$ cat src/rtl/cache_write_buffer.sv
`default_nettype none
// ============================================================================
// Module   : cache_write_buffer
// Brief    : Posted-write FIFO between the D-cache memory port and main memory.
//            Writes are acked on entry and drained in order; reads are ordered
//            against buffered writes. Define WB_READ_BYPASS_EN to let reads
//            that hit no buffered word overtake the FIFO.
// Revision : 1.0  initial release
// ============================================================================
module cache_write_buffer #(
    parameter int DEPTH = 4
) (
    input  logic                     clk,
    input  logic                     reset,
    input  logic [31:0]              up_addr_i,
    input  logic [31:0]              up_wdata_i,
    input  logic                     up_we_i,
    input  logic [3:0]               up_be_i,
    input  logic                     up_req_i,
    output logic                     up_gnt_o,
    output logic                     up_rvalid_o,
    output logic [31:0]              up_rdata_o,
    output logic                     up_error_o,
    output logic [31:0]              mem_addr_o,
    output logic [31:0]              mem_wdata_o,
    output logic                     mem_we_o,
    output logic [3:0]               mem_be_o,
    output logic                     mem_req_o,
    input  logic                     mem_gnt_i,
    input  logic                     mem_rvalid_i,
    input  logic                     mem_error_i,
    input  logic [31:0]              mem_rdata_i,
    output logic [$clog2(DEPTH):0]   wb_count_o,
    output logic                     wb_write_err_o
);

    localparam int              c_aw   = $clog2(DEPTH);
    localparam logic [c_aw:0]   c_full = (c_aw + 1)'(DEPTH);

    typedef enum logic [2:0] {
        S_IDLE    = 3'd0,
        S_WR_REQ  = 3'd1,
        S_WR_WAIT = 3'd2,
        S_RD_REQ  = 3'd3,
        S_RD_WAIT = 3'd4
    } state_t;

    state_t            r_state, w_state_nxt;
    logic [31:0]       r_addr  [DEPTH];
    logic [31:0]       r_wdata [DEPTH];
    logic [3:0]        r_be    [DEPTH];
    logic [c_aw-1:0]   r_wr_ptr, r_rd_ptr;
    logic [c_aw:0]     r_count;
    logic              r_rd_pending;
    logic [31:0]       r_rd_addr;
    logic              r_wr_ack, r_rd_ack;
    logic [31:0]       r_rdata;
    logic              r_rerr;
    logic              r_wb_err;

    logic w_full, w_empty, w_push, w_pop, w_rd_accept, w_rd_done, w_read_allowed;

    assign w_full      = (r_count == c_full);
    assign w_empty     = (r_count == '0);
    assign up_gnt_o    = up_req_i & ~r_rd_pending & (up_we_i ? ~w_full : 1'b1);
    assign w_push      = up_gnt_o & up_we_i;
    assign w_rd_accept = up_gnt_o & ~up_we_i;

`ifdef WB_READ_BYPASS_EN
    // A read arriving this cycle is checked against its live address so the
    // IDLE decision can be made in the grant cycle.
    logic [31:0]      w_cmp_addr;
    logic [DEPTH-1:0] w_hit;
    assign w_cmp_addr = r_rd_pending ? r_rd_addr : up_addr_i;
    for (genvar i = 0; i < DEPTH; i++) begin : g_cmp
        logic [c_aw-1:0] w_off;
        assign w_off    = c_aw'(i) - r_rd_ptr;
        assign w_hit[i] = ({1'b0, w_off} < r_count) &&
                          (r_addr[i][31:2] == w_cmp_addr[31:2]);
    end
    assign w_read_allowed = w_empty | ~(|w_hit);
`else
    assign w_read_allowed = w_empty;
`endif

    always_comb begin
        w_state_nxt = r_state;
        mem_req_o   = 1'b0;
        mem_we_o    = 1'b0;
        mem_addr_o  = '0;
        mem_wdata_o = '0;
        mem_be_o    = '0;
        w_pop       = 1'b0;
        w_rd_done   = 1'b0;
        case (r_state)
            S_IDLE: begin
                if ((r_rd_pending | w_rd_accept) & w_read_allowed)
                    w_state_nxt = S_RD_REQ;
                else if (!w_empty)
                    w_state_nxt = S_WR_REQ;
            end
            S_WR_REQ: begin
                mem_req_o   = 1'b1;
                mem_we_o    = 1'b1;
                mem_addr_o  = r_addr[r_rd_ptr];
                mem_wdata_o = r_wdata[r_rd_ptr];
                mem_be_o    = r_be[r_rd_ptr];
                if (mem_gnt_i) w_state_nxt = S_WR_WAIT;
            end
            S_WR_WAIT: begin
                if (mem_rvalid_i) begin
                    w_pop       = 1'b1;
                    w_state_nxt = S_IDLE;
                end
            end
            S_RD_REQ: begin
                mem_req_o  = 1'b1;
                mem_addr_o = r_rd_addr;
                mem_be_o   = 4'b1111;
                if (mem_gnt_i) w_state_nxt = S_RD_WAIT;
            end
            S_RD_WAIT: begin
                if (mem_rvalid_i) begin
                    w_rd_done   = 1'b1;
                    w_state_nxt = S_IDLE;
                end
            end
            default: w_state_nxt = S_IDLE;
        endcase
    end

    // Storage needs no reset: only pointers/count define which entries are live.
    always_ff @(posedge clk) begin
        if (w_push) begin
            r_addr[r_wr_ptr]  <= up_addr_i;
            r_wdata[r_wr_ptr] <= up_wdata_i;
            r_be[r_wr_ptr]    <= up_be_i;
        end
    end

    always_ff @(posedge clk) begin
        if (reset) begin
            r_state      <= S_IDLE;
            r_wr_ptr     <= '0;
            r_rd_ptr     <= '0;
            r_count      <= '0;
            r_rd_pending <= 1'b0;
            r_rd_addr    <= '0;
            r_wr_ack     <= 1'b0;
            r_rd_ack     <= 1'b0;
            r_rdata      <= '0;
            r_rerr       <= 1'b0;
            r_wb_err     <= 1'b0;
        end else begin
            r_state  <= w_state_nxt;
            r_wr_ack <= w_push;
            r_rd_ack <= w_rd_done;
            if (w_push) r_wr_ptr <= r_wr_ptr + 1'b1;
            if (w_pop)  r_rd_ptr <= r_rd_ptr + 1'b1;
            if (w_push && !w_pop)
                r_count <= r_count + 1'b1;
            else if (!w_push && w_pop)
                r_count <= r_count - 1'b1;
            if (w_rd_accept) begin
                r_rd_pending <= 1'b1;
                r_rd_addr    <= up_addr_i;
            end else if (w_rd_done) begin
                r_rd_pending <= 1'b0;
            end
            if (w_rd_done) begin
                r_rdata <= mem_rdata_i;
                r_rerr  <= mem_error_i;
            end
            if (w_pop && mem_error_i) r_wb_err <= 1'b1;
        end
    end

    assign up_rvalid_o    = r_wr_ack | r_rd_ack;
    assign up_rdata_o     = r_rd_ack ? r_rdata : '0;
    assign up_error_o     = r_rd_ack & r_rerr;
    assign wb_count_o     = r_count;
    assign wb_write_err_o = r_wb_err;

endmodule
`default_nettype wire
$ cat config.mk
export PLATFORM = sky130hd
export DESIGN_NAME = cache_write_buffer
export DESIGN_NICKNAME = d
export VERILOG_FILES = /design/src/rtl/cache_write_buffer.sv
export SDC_FILE = /design/constraint.sdc
export NUM_CORES = 1
export LEC_CHECK = 0
export ABC_AREA = 1
export CORE_MARGIN = 5
export CORE_UTILIZATION = 45
export CTS_BUF_LIST = sky130_fd_sc_hd__clkbuf_16
export DETAILED_ROUTE_END_ITERATION = 6
export PLACE_DENSITY = 0.79
export SETUP_SLACK_MARGIN = 0.02
export SLEW_MARGIN = 10
export SYNTH_ARGS = -nofsm -noshare
export SYNTH_HDL_FRONTEND = slang
export SYNTH_SLANG_ARGS = --single-unit
$ cat constraint.sdc
create_clock -name clk -period 12.4 [get_ports clk]
set_input_delay 2.48 -clock clk [delete_from_list [all_inputs] [get_ports clk]]
set_output_delay 2.48 -clock clk [all_outputs]
set_load 0.05 [all_outputs]
==> impl_metrics.toml, run 1 <==
[cts]
cts_buffers = 38
cts_resized = 0
worstSkewPairLatency_ps = 520
cts.htree.levels = 2
cts.path.max_buffers = 3
cts_root_buf = "clkbuf_16"
cts_setup_buffers = 0
clk_pin_slew_ps = 50
cts_tree = "done"
cts_hold_buf = 0
cts.sinks = 353

[setup_path]
critPathCaptureType = "output port"
slowest_stage = "clkdlybuf4s50_1"
path_delay_family = "buffers and inverters"
cp_num_cells = 4
worstPathArrival_ps = 4030
path_buf_inv = 2
path_cells = "clkdlybuf4s50_1 > nand2_1 > a21oi_1 > clkdlybuf4s50_1"
start_kind = "primary input"
crit_top_cell = "clkdlybuf4s50_1"
path_max_fanout = 4
r2r_cells = 5
crit_required_ps = 9920
path_class = "primary input to output port"
max_stage_delay_ps = 820

[synth]
synthTopCellsByCount = "edfxtp_1, nand2_1, nor2_1, o21ai_0, inv_1"
synth_cell_type_count = 27
synth_nets = 1414
synthMostInstantiatedCell = "edfxtp_1"
synth_edf_count = 272
yosys-top-cells-area = "edfxtp_1, dfxtp_1, o21ai_0, nand2_1, nor2_1"
synth_seq_cells = 353
syn_inst = 1301
yosys.area.top_type = "edfxtp_1"
netlist.area_leader.share_pct = 57.93
ys_dominant_reg_cell = "edfxtp_1"
yosys_warnings = 0
yosysSeqAreaShare_pct = 69.43
synth.avg_cell_area_um2 = 10.84
synthArstFlopShare_pct = 0
synth_area_um2 = 14100

[power_and_ir_drop]
leakage_uw = 0.006398
intPower_uw = 2204
clkPwrFrac_pct = 32.7
power_frac_seq_pct = 42.9
total_power_uw = 3221
ir_drop_v = 0.0001120
p_comb_share_pct = 24.4
p_switching_uw = 1017
power.density_nw_per_um2 = 182.8
swShare_pct = 31.59

[sta]
post-route-period-util_pct = 52.48
tightest_slew_ps = 1101
fin_ws_ps = 5893
post-route-min-period_ps = 6507
final-setup-viol-count = 0
hold_violations = 0
setup-tns-final_ps = 0
slew_viol_final = 0
relSlewSlack_pct = 26.59
grt_setup_unrepaired = "false"
fin_skew_ps = 15.58
fmax_mhz = 153.7

[global_routing]
antenna_found_initial = 3
grt_pass1_vias = 9967
grtUsageTotal_pct = 17.87
grt_max_degree = 103
grt_pass1_wl_mm = 51.13
gr-total-overflow = 0

[place]
placed_cell_area_um2 = 16430
routabilityCongestion = 0.7710
place_inst = 1845
place_ws_ps = 5887
port_buffers = 215
dp_hpwl_mm = 17.51

[routing]
vias = 9769
ant_nets = 0
drt-pass1-iter-count = 5
routed_via_density = 5.096
drt_iter0_drc = 590
drt_wl_total_mm = 31.89
routedWlPerCell_um = 16.63
drc = 0

[layout]
fillCellCount = 2491
fin_nets = 1602
drive_above_1_share_pct = 5.530
synthToLayoutAreaGrowth_pct = 24.96
final_area_um2 = 17620
finalNonFillerCells = 1917

[die]
start_util_pct = 45.85
core_area_um2 = 30750
fp-row-count = 64
die_area_um2 = 34970
die_w_um = 187.0
boundaryPins = 216
die_h_um = 187.0

[min_path]
hold-path-cell-count = 2
hold_class = "flop to flop"

[status]
status = "finished, final reports clean"

[flow_run]
cap_violations = 0
[routing by layer]
metal,vias up,global-route usage [%],wire [um]
met5,-,0,34
met4,4,4.693,520
met3,47,5.039,2468
met2,304,30.68,15620
met1,4607,22.43,13250
li1,4807,-,-
[area by class of cell]
cell class	instances	area [um2]	area share [%]
Timing Repair Buffer	227	2242	12.73
Clock inverter	32	235.2	1.335
Inverter	125	476.7	2.706
Antenna cell	2	5.005	0.02841
Multi-Input combinational cell	744	3420	19.41
Tap cell	396	495.5	2.812
Clock buffer	38	950.9	5.397
Sequential cell	353	9794	55.59
[path summary, 6_finish.rpt]
path,startpoint,to,slack [ps]
max,up_req_i,up_gnt_o,5890
min reg2reg,r_rd_addr[6],r_rd_addr[6],440
min,r_rd_addr[6],r_rd_addr[6],440
max reg2reg,wb_count_o[1],r_wdata[0][2],9940
[power by group through the flow]
stage / combinational (uW) / sequential (uW) / clock (uW)
after floorplan: 538 / 1410 / 0
after global placement: 780 / 1400 / 0
after detailed placement: 791 / 1410 / 0
after CTS: 795 / 1380 / 1080
after global routing: 851 / 1390 / 1140
final: 786 / 1380 / 1050
[logic make-up (layout without fill, tap and decap cells)]
logic type | count (synthesis) | in the layout | synth area share [%]
and+or+nand+nor | 450 | 450 | 13.16
buffers and inverters | 204 | 422 | 6.567
adders and majority gates | 6 | 6 | 0.5857
DFF | 353 | 353 | 69.43
other | 0 | 2 | 0
AOI/OAI and AO/OA | 288 | 288 | 10.26
[per-stage QoR]
| stage | utilization, % | hold WS [ps] |
|---|---|---|
| after floorplan | - | 423.9 |
| after global placement | 53.43 | 433.0 |
| after detailed placement | 53.43 | 438.8 |
| after CTS | 57.28 | 447.5 |
| after global routing | 57.29 | 465.7 |
| final | 57.30 | 444.2 |
[flip-flops by register name, summed over array words and instances (netlist names), named ones only]
signal and count:
r_wr_ptr 2, r_addr 128, wb_write_err_o 1, r_wdata 128, wb_count_o 3, r_rd_ptr 2, r_rd_ack 1, r_rerr 1
r_be 16, r_state 3, r_rd_pending 1, r_wr_ack 1, r_rd_addr 32, r_rdata 32
[cell usage in the layout, fill, tap and decap left out]
| master | Yosys | layout |
|---|---|---|
| o21ai_0 | 156 | 156 |
| clkinv_2 | 0 | 6 |
| nand4_2 | 1 | 1 |
| dfxtp_1 | 81 | 79 |
| bufinv_16 | 0 | 3 |
| clkinv_1 | 0 | 8 |
| dfxtp_2 | 0 | 1 |
| a21oi_1 | 107 | 107 |
| nor2_2 | 1 | 1 |
| nor2_1 | 156 | 152 |
| inv_4 | 0 | 1 |
| clkinv_4 | 1 | 1 |
| clkbuf_16 | 0 | 38 |
| nand2_1 | 188 | 188 |
| or2_2 | 1 | 1 |
| edfxtp_1 | 272 | 272 |
| nand2_4 | 1 | 1 |
| diode_2 | 0 | 2 |
| nor2_4 | 1 | 5 |
| inv_2 | 3 | 3 |
| clkdlybuf4s50_1 | 0 | 215 |
| clkinvlp_2 | 0 | 1 |
| nand3_1 | 98 | 97 |
| o21ai_1 | 21 | 21 |
| nand3_2 | 2 | 3 |
| buf_4 | 14 | 12 |
| o22ai_1 | 4 | 4 |
| inv_6 | 0 | 3 |
| nand2_2 | 1 | 1 |
| inv_1 | 121 | 130 |
| ha_1 | 5 | 5 |
| dfxtp_4 | 0 | 1 |
| clkinv_8 | 0 | 1 |
| fa_1 | 1 | 1 |
[tightest hold or removal path, cell delays in order, from the launching register on]
cell,delay (ps)
dfxtp_1,290
inv_1,50
a21oi_1,50
Power figures use the tool's default switching activity.
==> run 2: changes to the inputs <==
==> constraint.sdc (replaced) <==
create_clock -name clk -period 6.75 [get_ports clk]
set_input_delay 1.35 -clock clk [delete_from_list [all_inputs] [get_ports clk]]
set_output_delay 1.35 -clock clk [all_outputs]
set_load 0.05 [all_outputs]
==> impl_metrics.toml, run 2 (same netlist as run 1, synthesis figures left out) <==
[status]
status = "finished, final reports clean"

[die]
core_area_um2 = 30750
start_util_pct = 45.85
die_h_um = 187.0
die_w_um = 187.0
fp-row-count = 64
die_area_um2 = 34970
boundaryPins = 216

[sta]
hold_violations = 0
fmax_mhz = 196.4
relSlewSlack_pct = 20.13
post-route-period-util_pct = 75.42
slew_viol_final = 0
grt_setup_unrepaired = "false"
setup-tns-final_ps = 0
fin_skew_ps = 12.95
post-route-min-period_ps = 5091
tightest_slew_ps = 1196
final-setup-viol-count = 0

[layout]
most-common-layout-cells = "edfxtp_1, clkdlybuf4s50_1, nand2_1, o21ai_0, nor2_1"
drive_above_1_share_pct = 5.475
fin_nets = 1600
top_regs = "r_addr: 128 flops, r_wdata: 128 flops"
synthToLayoutAreaGrowth_pct = 24.67
fin_util_pct = 57.17
finalNonFillerCells = 1913
layout_commonest_cell = "edfxtp_1"
fillCellCount = 2519
regArea_um2 = 9794
multiInputGateArea_um2 = 3420

[cts]
cts_root_buf = "clkbuf_16"
cts.path.max_buffers = 3
worstSkewPairLatency_ps = 500
cts.htree.levels = 2
cts.sinks = 353
cts_resized = 0
clk_pin_slew_ps = 60
cts_buffers = 37
cts_tree = "done"
cts_hold_buf = 0
cts_setup_buffers = 0

[global_routing]
grtUsageTotal_pct = 18.03
antenna_found_initial = 2
gr-total-overflow = 0
grt_max_degree = 93
grt_pass1_vias = 10040
grt_pass1_wl_mm = 51.70

[setup_path]
crit_required_ps = 5400
path_delay_family = "buffers and inverters"
max_stage_delay_ps = 890
path_buf_inv = 3
path_max_fanout = 92
crit_top_cell = "nand3_1"
start_kind = "flop"
worstPathArrival_ps = 3740
slowest_stage = "clkdlybuf4s50_1"
critPathCaptureType = "output port"
reg2reg_setup_slack_ps = 4310
path_class = "flop to output port"
path_cells = "inv_4 > buf_4 > nand2_1 > nand3_1 > nand3_1 > o21ai_0 > clkdlybuf4s50_1"

[power_and_ir_drop]
ir_drop_v = 0.0001821
leakage_uw = 0.006383
total_power_uw = 5880
power.density_nw_per_um2 = 334.5

[routing]
routedWlPerCell_um = 16.93
routed_via_density = 5.143
drt_wl_total_mm = 32.38
ant_nets = 0
drt_iter0_drc = 605
vias = 9838
drc = 0
drt-pass1-iter-count = 5

[place]
port_buffers = 215
dp_hpwl_mm = 18.25
routabilityCongestion = 0.7607
place_inst = 1844

[min_path]
hold_class = "flop to flop"

[flow_run]
cap_violations = 0
run 2: final cells by class:
cell class,count,area share (%)
diodes,1,0.01424
well taps,396,2.819
repair buffers,226,12.71
multi-input cells,744,19.45
flip-flops and latches,353,55.72
clock buffers,40,5.694
inverters,125,2.712
clock inverters,28,0.8755
run 2: power by group:
| part | leakage (uW) | total (uW) | switching (uW) | internal [uW] |
|---|---|---|---|---|
| logic | 0.00264 | 1430 | 1000 | 431 |
| clock network | 0.000611 | 1890 | 788 | 1110 |
| registers | 0.00313 | 2550 | 82.8 | 2470 |
| total | 0.00638 | 5880 | 1870 | 4010 |
run 2: worst min-delay path: stages, from the launching register on:
cell,delay (ps)
dfxtp_1,310
inv_1,50
a21oi_1,50
run 2: worst paths after layout:
check,startpoint,endpoint,cells past startpoint
min reg2reg,r_rdata[27],r_rdata[27],2
min,r_rdata[27],r_rdata[27],2
max reg2reg,wb_count_o[0],r_addr[0][17],5
max,flop,mem_addr_o[9],7
run 2: layer usage:
| metal | GRT usage [%] | up-vias | wire length [um] |
|---|---|---|---|
| met4 | 4.096 | 2 | 510 |
| met1 | 21.82 | 4695 | 13130 |
| met2 | 31.93 | 299 | 16340 |
| met5 | 0 | - | 8 |
| li1 | - | 4791 | - |
| met3 | 5.431 | 51 | 2393 |
run 2: stage by stage:
step | hold WS, ps | worst slack [ps] | cell area, um2
finish | 444.8 | 1659 | 17580
global route | 460.5 | 1403 | 17580
CTS | 448.4 | 1569 | 17580
detailed placement | 438.8 | 2135 | 16420
global placement | 432.5 | 2216 | 16420
floorplan | 423.9 | 1812 | 14100
